<file path="src/rtl/opb_master_pkg.sv">
// Shared constants for the single-master OPB bridge: parameter defaults,
// FSM state encodings and response status codes.
package opb_master_pkg;

  localparam int unsigned DEF_OPB_AWIDTH = 32;
  localparam int unsigned DEF_OPB_DWIDTH = 32;
  localparam int unsigned DEF_TIMEOUT    = 16;
  localparam int unsigned DEF_MAX_RETRY  = 8;

  localparam logic [1:0] ST_IDLE = 2'd0;
  localparam logic [1:0] ST_REQ  = 2'd1;
  localparam logic [1:0] ST_XFER = 2'd2;
  localparam logic [1:0] ST_RESP = 2'd3;

  localparam logic [1:0] RSP_OK              = 2'd0;
  localparam logic [1:0] RSP_ERRACK          = 2'd1;
  localparam logic [1:0] RSP_TIMEOUT         = 2'd2;
  localparam logic [1:0] RSP_RETRY_EXHAUSTED = 2'd3;

endpackage

</file>
<file path="src/rtl/opb_bit_reverse.sv">
// Maps a little-endian [W-1:0] vector onto an MSB-first [0:W-1] bus vector
// so that bus bit 0 carries the most significant bit.
module opb_bit_reverse #(
  parameter int unsigned W = 32
) (
  input  logic [W-1:0] a,
  output logic [0:W-1] y
);

  for (genvar i = 0; i < W; i++) begin : g_bit
    assign y[i] = a[W-1-i];
  end

endmodule

</file>
<file path="src/rtl/opb_single_master.sv">
// Single-master OPB bridge: accepts one command at a time, arbitrates for the
// bus, runs the transfer with retry/timeout handling and returns one response.
module opb_single_master
  import opb_master_pkg::*;
#(
  parameter int unsigned C_OPB_AWIDTH = DEF_OPB_AWIDTH,
  parameter int unsigned C_OPB_DWIDTH = DEF_OPB_DWIDTH,
  parameter int unsigned C_TIMEOUT    = DEF_TIMEOUT,
  parameter int unsigned C_MAX_RETRY  = DEF_MAX_RETRY
) (
  input  logic                        OPB_Clk,
  input  logic                        OPB_Rst_n,
  input  logic                        cmd_valid,
  output logic                        cmd_ready,
  input  logic                        cmd_rnw,
  input  logic [C_OPB_AWIDTH-1:0]     cmd_addr,
  input  logic [C_OPB_DWIDTH/8-1:0]   cmd_be,
  input  logic [C_OPB_DWIDTH-1:0]     cmd_wdata,
  output logic                        rsp_valid,
  output logic [C_OPB_DWIDTH-1:0]     rsp_rdata,
  output logic [1:0]                  rsp_status,
  output logic                        M_request,
  input  logic                        OPB_MGrant,
  output logic                        M_select,
  output logic                        M_RNW,
  output logic [0:C_OPB_AWIDTH-1]     M_ABus,
  output logic [0:C_OPB_DWIDTH/8-1]   M_BE,
  output logic [0:C_OPB_DWIDTH-1]     M_DBus,
  output logic                        M_seqAddr,
  output logic                        M_busLock,
  input  logic [0:C_OPB_DWIDTH-1]     OPB_DBus,
  input  logic                        OPB_xferAck,
  input  logic                        OPB_errAck,
  input  logic                        OPB_retry,
  input  logic                        OPB_toutSup
);

  localparam int unsigned BW = C_OPB_DWIDTH / 8;
  localparam int unsigned TW = $clog2(C_TIMEOUT + 1);
  localparam int unsigned RW = $clog2(C_MAX_RETRY + 1);

  logic [1:0]              state;
  logic                    rnw_q;
  logic [C_OPB_AWIDTH-1:0] addr_q;
  logic [BW-1:0]           be_q;
  logic [C_OPB_DWIDTH-1:0] wdata_q;
  logic [C_OPB_DWIDTH-1:0] rdata_q;
  logic [1:0]              status_q;
  logic [TW-1:0]           tout_cnt;
  logic [RW-1:0]           retry_cnt;

  logic [0:C_OPB_AWIDTH-1] abus_rev;
  logic [0:BW-1]           be_rev;
  logic [0:C_OPB_DWIDTH-1] wbus_rev;
  logic [C_OPB_DWIDTH-1:0] rdata_in;
  logic                    sel;

  opb_bit_reverse #(.W(C_OPB_AWIDTH)) u_addr_rev  (.a(addr_q),   .y(abus_rev));
  opb_bit_reverse #(.W(BW))           u_be_rev    (.a(be_q),     .y(be_rev));
  opb_bit_reverse #(.W(C_OPB_DWIDTH)) u_wdata_rev (.a(wdata_q),  .y(wbus_rev));
  // Read direction: the ascending bus vector feeds the descending input, so the
  // positional port binding plus the reversal yields rdata_in[31] = OPB_DBus[0].
  opb_bit_reverse #(.W(C_OPB_DWIDTH)) u_rdata_rev (.a(OPB_DBus), .y(rdata_in));

  always_ff @(posedge OPB_Clk or negedge OPB_Rst_n) begin
    if (!OPB_Rst_n) begin
      state     <= ST_IDLE;
      rnw_q     <= 1'b0;
      addr_q    <= '0;
      be_q      <= '0;
      wdata_q   <= '0;
      rdata_q   <= '0;
      status_q  <= RSP_OK;
      tout_cnt  <= '0;
      retry_cnt <= '0;
    end else begin
      case (state)
        ST_IDLE: begin
          if (cmd_valid) begin
            rnw_q     <= cmd_rnw;
            addr_q    <= cmd_addr;
            be_q      <= cmd_be;
            wdata_q   <= cmd_wdata;
            retry_cnt <= '0;
            state     <= ST_REQ;
          end
        end
        ST_REQ: begin
          tout_cnt <= '0;
          if (OPB_MGrant) state <= ST_XFER;
        end
        ST_XFER: begin
          // errAck beats xferAck, which beats retry; a silent slave times out.
          if (OPB_errAck) begin
            status_q <= RSP_ERRACK;
            state    <= ST_RESP;
          end else if (OPB_xferAck) begin
            status_q <= RSP_OK;
            rdata_q  <= rnw_q ? rdata_in : '0;
            state    <= ST_RESP;
          end else if (OPB_retry) begin
            tout_cnt <= '0;
            if (retry_cnt < RW'(C_MAX_RETRY)) begin
              retry_cnt <= retry_cnt + 1'b1;
              state     <= ST_REQ;
            end else begin
              status_q <= RSP_RETRY_EXHAUSTED;
              state    <= ST_RESP;
            end
          end else if (OPB_toutSup) begin
            tout_cnt <= '0;
          end else if (tout_cnt == TW'(C_TIMEOUT - 1)) begin
            status_q <= RSP_TIMEOUT;
            state    <= ST_RESP;
          end else begin
            tout_cnt <= tout_cnt + 1'b1;
          end
        end
        default: state <= ST_IDLE;
      endcase
    end
  end

  assign sel        = (state == ST_XFER);
  assign cmd_ready  = OPB_Rst_n & (state == ST_IDLE);
  assign M_request  = (state == ST_REQ);
  assign M_select   = sel;
  assign M_RNW      = sel & rnw_q;
  assign M_ABus     = sel ? abus_rev : '0;
  assign M_BE       = sel ? be_rev : '0;
  assign M_DBus     = (sel && !rnw_q) ? wbus_rev : '0;
  assign M_seqAddr  = 1'b0;
  assign M_busLock  = 1'b0;
  assign rsp_valid  = (state == ST_RESP);
  assign rsp_rdata  = rdata_q;
  assign rsp_status = status_q;

endmodule

</file>
<file path="config.mk">
export PLATFORM = sky130hd
export DESIGN_NAME = opb_single_master
export DESIGN_NICKNAME = d
export VERILOG_FILES = /design/src/rtl/opb_master_pkg.sv /design/src/rtl/opb_bit_reverse.sv /design/src/rtl/opb_single_master.sv
export SDC_FILE = /design/constraint.sdc
export NUM_CORES = 1
export LEC_CHECK = 0
export ABC_AREA = 1
export CORE_AREA = 3 3 138 106
export CTS_CLUSTER_SIZE = 25
export DETAILED_ROUTE_END_ITERATION = 10
export DIE_AREA = 0 0 141 109
export PLACE_DENSITY = 0.75
export SLEW_MARGIN = 20
export SYNTH_ARGS = -nofsm -noshare
export SYNTH_HDL_FRONTEND = slang
export SYNTH_SLANG_ARGS = --single-unit
</file>
<file path="constraint.sdc">
create_clock -name OPB_Clk -period 1.55 [get_ports OPB_Clk]
set_input_delay 0.155 -clock OPB_Clk [delete_from_list [all_inputs] [get_ports OPB_Clk]]
set_output_delay 0.155 -clock OPB_Clk [all_outputs]
set_load 0.005 [all_outputs]
</file>
==> flow_metrics.py <==
metrics = {
    "status": {
        "status": "finished with violations",
        "violations": "negative setup slack",
    },
    "grt": {
        "grt_pass1_wl_mm": 24.0,
        "antenna_found_initial": 0,
        "grt_max_degree": 115,
        "grtUsageTotal_pct": 19.6,
        "grt-ovfl-total": 0,
        "grt_pass1_vias": 4698,
    },
    "synthesis": {
        "ys.flop_type": "dfrtp_1",
        "synth_top_area_cell": "dfrtp_1",
        "synth_seq_cells": 114,
        "synth_edf_count": 0,
        "syn_avg_cell_area_um2": 8.12,
        "synth_top_area_share_pct": 56.5,
        "synth_cells": 622,
        "synthTopCellsByCount": "nor2_1 (158), dfrtp_1 (114), inv_1 (78)",
        "ys_async_sr_fraction_pct": 100,
        "synth.most_common_cell": "nor2_1",
        "ys.warnings.count": 0,
        "synth.distinct_cells": 23,
        "synthTopCellsByArea": "dfrtp_1 (56%), nor2_1 (12%), a21oi_1 (7.1%)",
        "ys_seq_area_share_pct": 56.5,
        "syn_area_um2": 5050,
    },
    "clocking": {
        "clock_sinks": 114,
        "cts_max_path_buffers": 2,
        "clk_pin_slew_ps": 50,
        "root_buffer": "clkbuf_16",
        "cts_tree": "yes",
        "clk_latency_ps": 400,
        "htreeDepth": 4,
        "cts_made_buffers": 17,
    },
    "timing": {
        "hold_viol": 0,
        "drv_slew": 0,
        "setup_tns_ps": -6210,
        "fmax_mhz": 584,
        "min_period_over_period_pct": 110,
        "slew_headroom_pct": 57.6,
        "setup_viol": 75,
        "setup_slack_ps": -162,
        "min_period_ps": 1710,
        "max_slew.worst_pin.slew_ps": 635,
        "rsz0062_at_grt": "yes",
        "skew_ps": 8.76,
    },
    "pwr": {
        "leakage_nw": 4.35,
        "vdd_drop_max_mv": 0.887,
        "power_density_nw_per_um2": 1890,
    },
    "worst_setup_path": {
        "path_buf_inv": 5,
        "ff2ff_setup_slack_ps": -160,
        "crit_family": "buffers and inverters",
        "crit_top_cell": "buf_6",
        "reg2reg_to": "tout_cnt[1]$_DFFE_PN0P_",
        "worstPathArrival_ps": 2050,
        "crit_end": "tout_cnt[1]$_DFFE_PN0P_",
        "critPathCaptureType": "flip-flop",
        "reg2reg_depth": 11,
        "slowest_delay_ps": 420,
        "path_cells": "buf_6 > nand2_8 > buf_4 > buf_6 > buf_4 > nand2_1 > nand3_2 > nor2_4 > buf_6 > nand3_1 > nand2_1",
        "startpoint": "state[1]$_DFFE_PN0P_",
        "crit_type": "flip-flop to flip-flop",
        "critPathLaunchType": "flip-flop",
        "worst-path-max-fanout": 6,
        "path_depth": 11,
        "worst_ep_required_time_ps": 1890,
        "worstReg2RegStart": "state[1]$_DFFE_PN0P_",
        "worst_path_max_delay_cell": "dfrtp_1",
    },
    "die": {
        "row_count": 36,
        "die_area_um2": 15400,
        "initial_utilization_pct": 38.3,
        "die_h_um": 109,
        "fp.dieW_um": 141,
        "ioPinCount": 218,
        "core_area_um2": 13200,
    },
    "final_layout": {
        "syn2layout_area_growth_pct": 73.4,
        "stdcell_count": 1050,
        "antenna_cells": 0,
        "drive_above_1_share_pct": 28.2,
        "nets": 979,
    },
    "place": {
        "dp.cells": 998,
        "gp_congestion": 0.797,
        "io_buffers": 215,
        "dp_hpwl_mm": 9.94,
    },
    "routing": {
        "route.detailed.drc": 0,
        "wl_met1_mm": 7.59,
        "drtIter0Drc": 293,
        "dr.pass1.iters": 6,
        "maxUsedRoutingLayer": "met4",
        "met3_length_mm": 1.20,
        "routedWlPerCell_um": 16.2,
        "vias": 5064,
        "via_per_inst": 4.82,
        "wl_met2_mm": 8.01,
        "drtAntennaViolNets": 0,
        "postRouteWirelength_mm": 17.0,
    },
    "min_path": {
        "min_path_type": "input port to flip-flop",
    },
    "flow_run": {
        "max-cap-violations": 0,
    },
}
## registers in the layout, indices dropped and copies added, names as in the netlist
register and flops:
rsp_rdata 32, be_q 4, rsp_status 2, retry_cnt 4, rnw_q 1, state 2
addr_q 32, tout_cnt 5, wdata_q 32
## layout by cell type, fill, tap and decap left out, drive strengths merged
master	instances
nor2	160
clkdlybuf4s50	141
dfrtp	114
buf	105
inv	81
a21oi	72
nand2	65
nand3	45
clkbuf	36
o21ai	35
bufinv	5
ha	3
clkinv	3
or2	2
nand3b	2
conb	2
clkinvlp	2
nor3b	1
nand4	1
xnor2	1
xor2	1
dlygate4sd3	1
clkdlybuf4s15	1
## layout make-up
| class | count | area, um2 |
|---|---|---|
| fillers | 1039 | 4440 |
| flip-flops and latches | 114 | 2850 |
| repair buffers | 263 | 2520 |
| multi-input cells | 390 | 2220 |
| clock buffers | 21 | 470 |
| inverters | 81 | 307 |
| well taps | 171 | 214 |
| clock inverters | 10 | 180 |
## routing by layer
layer / vias up / track usage [%]
met4: 0 / 5.12
met2: 185 / 30.7
li1: 2424 / -
met1: 2440 / 27.1
met5: - / 0
met3: 15 / 5.44
## how the worst min path moves through the flow
stage	from	end	slack [ps]	cells past startpoint
floorplan	OPB_Rst_n	addr_q[0]$_DFFE_PN0P_	-140	0
global placement	OPB_Rst_n	addr_q[0]$_DFFE_PN0P_	330	2
detailed placement	OPB_Rst_n	addr_q[0]$_DFFE_PN0P_	330	2
CTS	OPB_DBus[8]	rsp_rdata[23]$_DFFE_PN0P_	290	3
global route	OPB_DBus[28]	rsp_rdata[3]$_DFFE_PN0P_	310	3
finish	OPB_DBus[13]	rsp_rdata[18]$_DFFE_PN0P_	310	3
## stage by stage
step	cell area [um2]	setup slack [ps]	power, mW	hold slack [ps]	utilization (%)
floorplan	5050	77.9	7.44	-141	-
global placement	7530	-90.1	10.8	330	57.1
detailed placement	7530	-70.3	11.0	334	57.1
CTS	8260	-161	15.5	290	62.6
global route	8760	-279	17.6	312	66.4
finish	8760	-162	16.6	308	66.4
## logic make-up (layout without fill, tap and decap cells)
group	after synthesis	in the layout	synth area share, %
xor gates and xnor gates	2	2	0.347
buffers and inverters	119	375	9.46
AOI/OAI and AO/OA	107	107	10.6
DFF	114	114	56.5
other	1	2	0.0742
and+or+nand+nor	276	276	22.3
adders and majority gates	3	3	0.743
## timing repair
item | 4_1_cts | 5_1_grt
hold endpoints to repair | 114 | 0
buffers inserted | 7 | 5
endpoints found under the setup margin | 73 | 163
cloned | 3 | 8
pin swaps | 2 | 7
hold buffers | 1 | 0
gates resized for setup | 228 | 217
## power breakdown
group	internal, mW	total, mW	leakage [nW]	switching, mW
Sequential	4.26	4.74	1.32	0.479
Combinational	3.53	7.55	2.71	4.02
Clock	2.96	4.30	0.315	1.34
Total	10.8	16.6	4.35	5.84
## worst register-to-register path: stages (launching register included)
cell and delay (ps):
dfrtp_1 420, buf_6 150, nand2_8 90, buf_4 150
buf_6 120, buf_4 140, nand2_1 80, nand3_2 100
nor2_4 140, buf_6 120, nand3_1 70, nand2_1 80
Note: power is estimated with default switching activity, not from simulation.
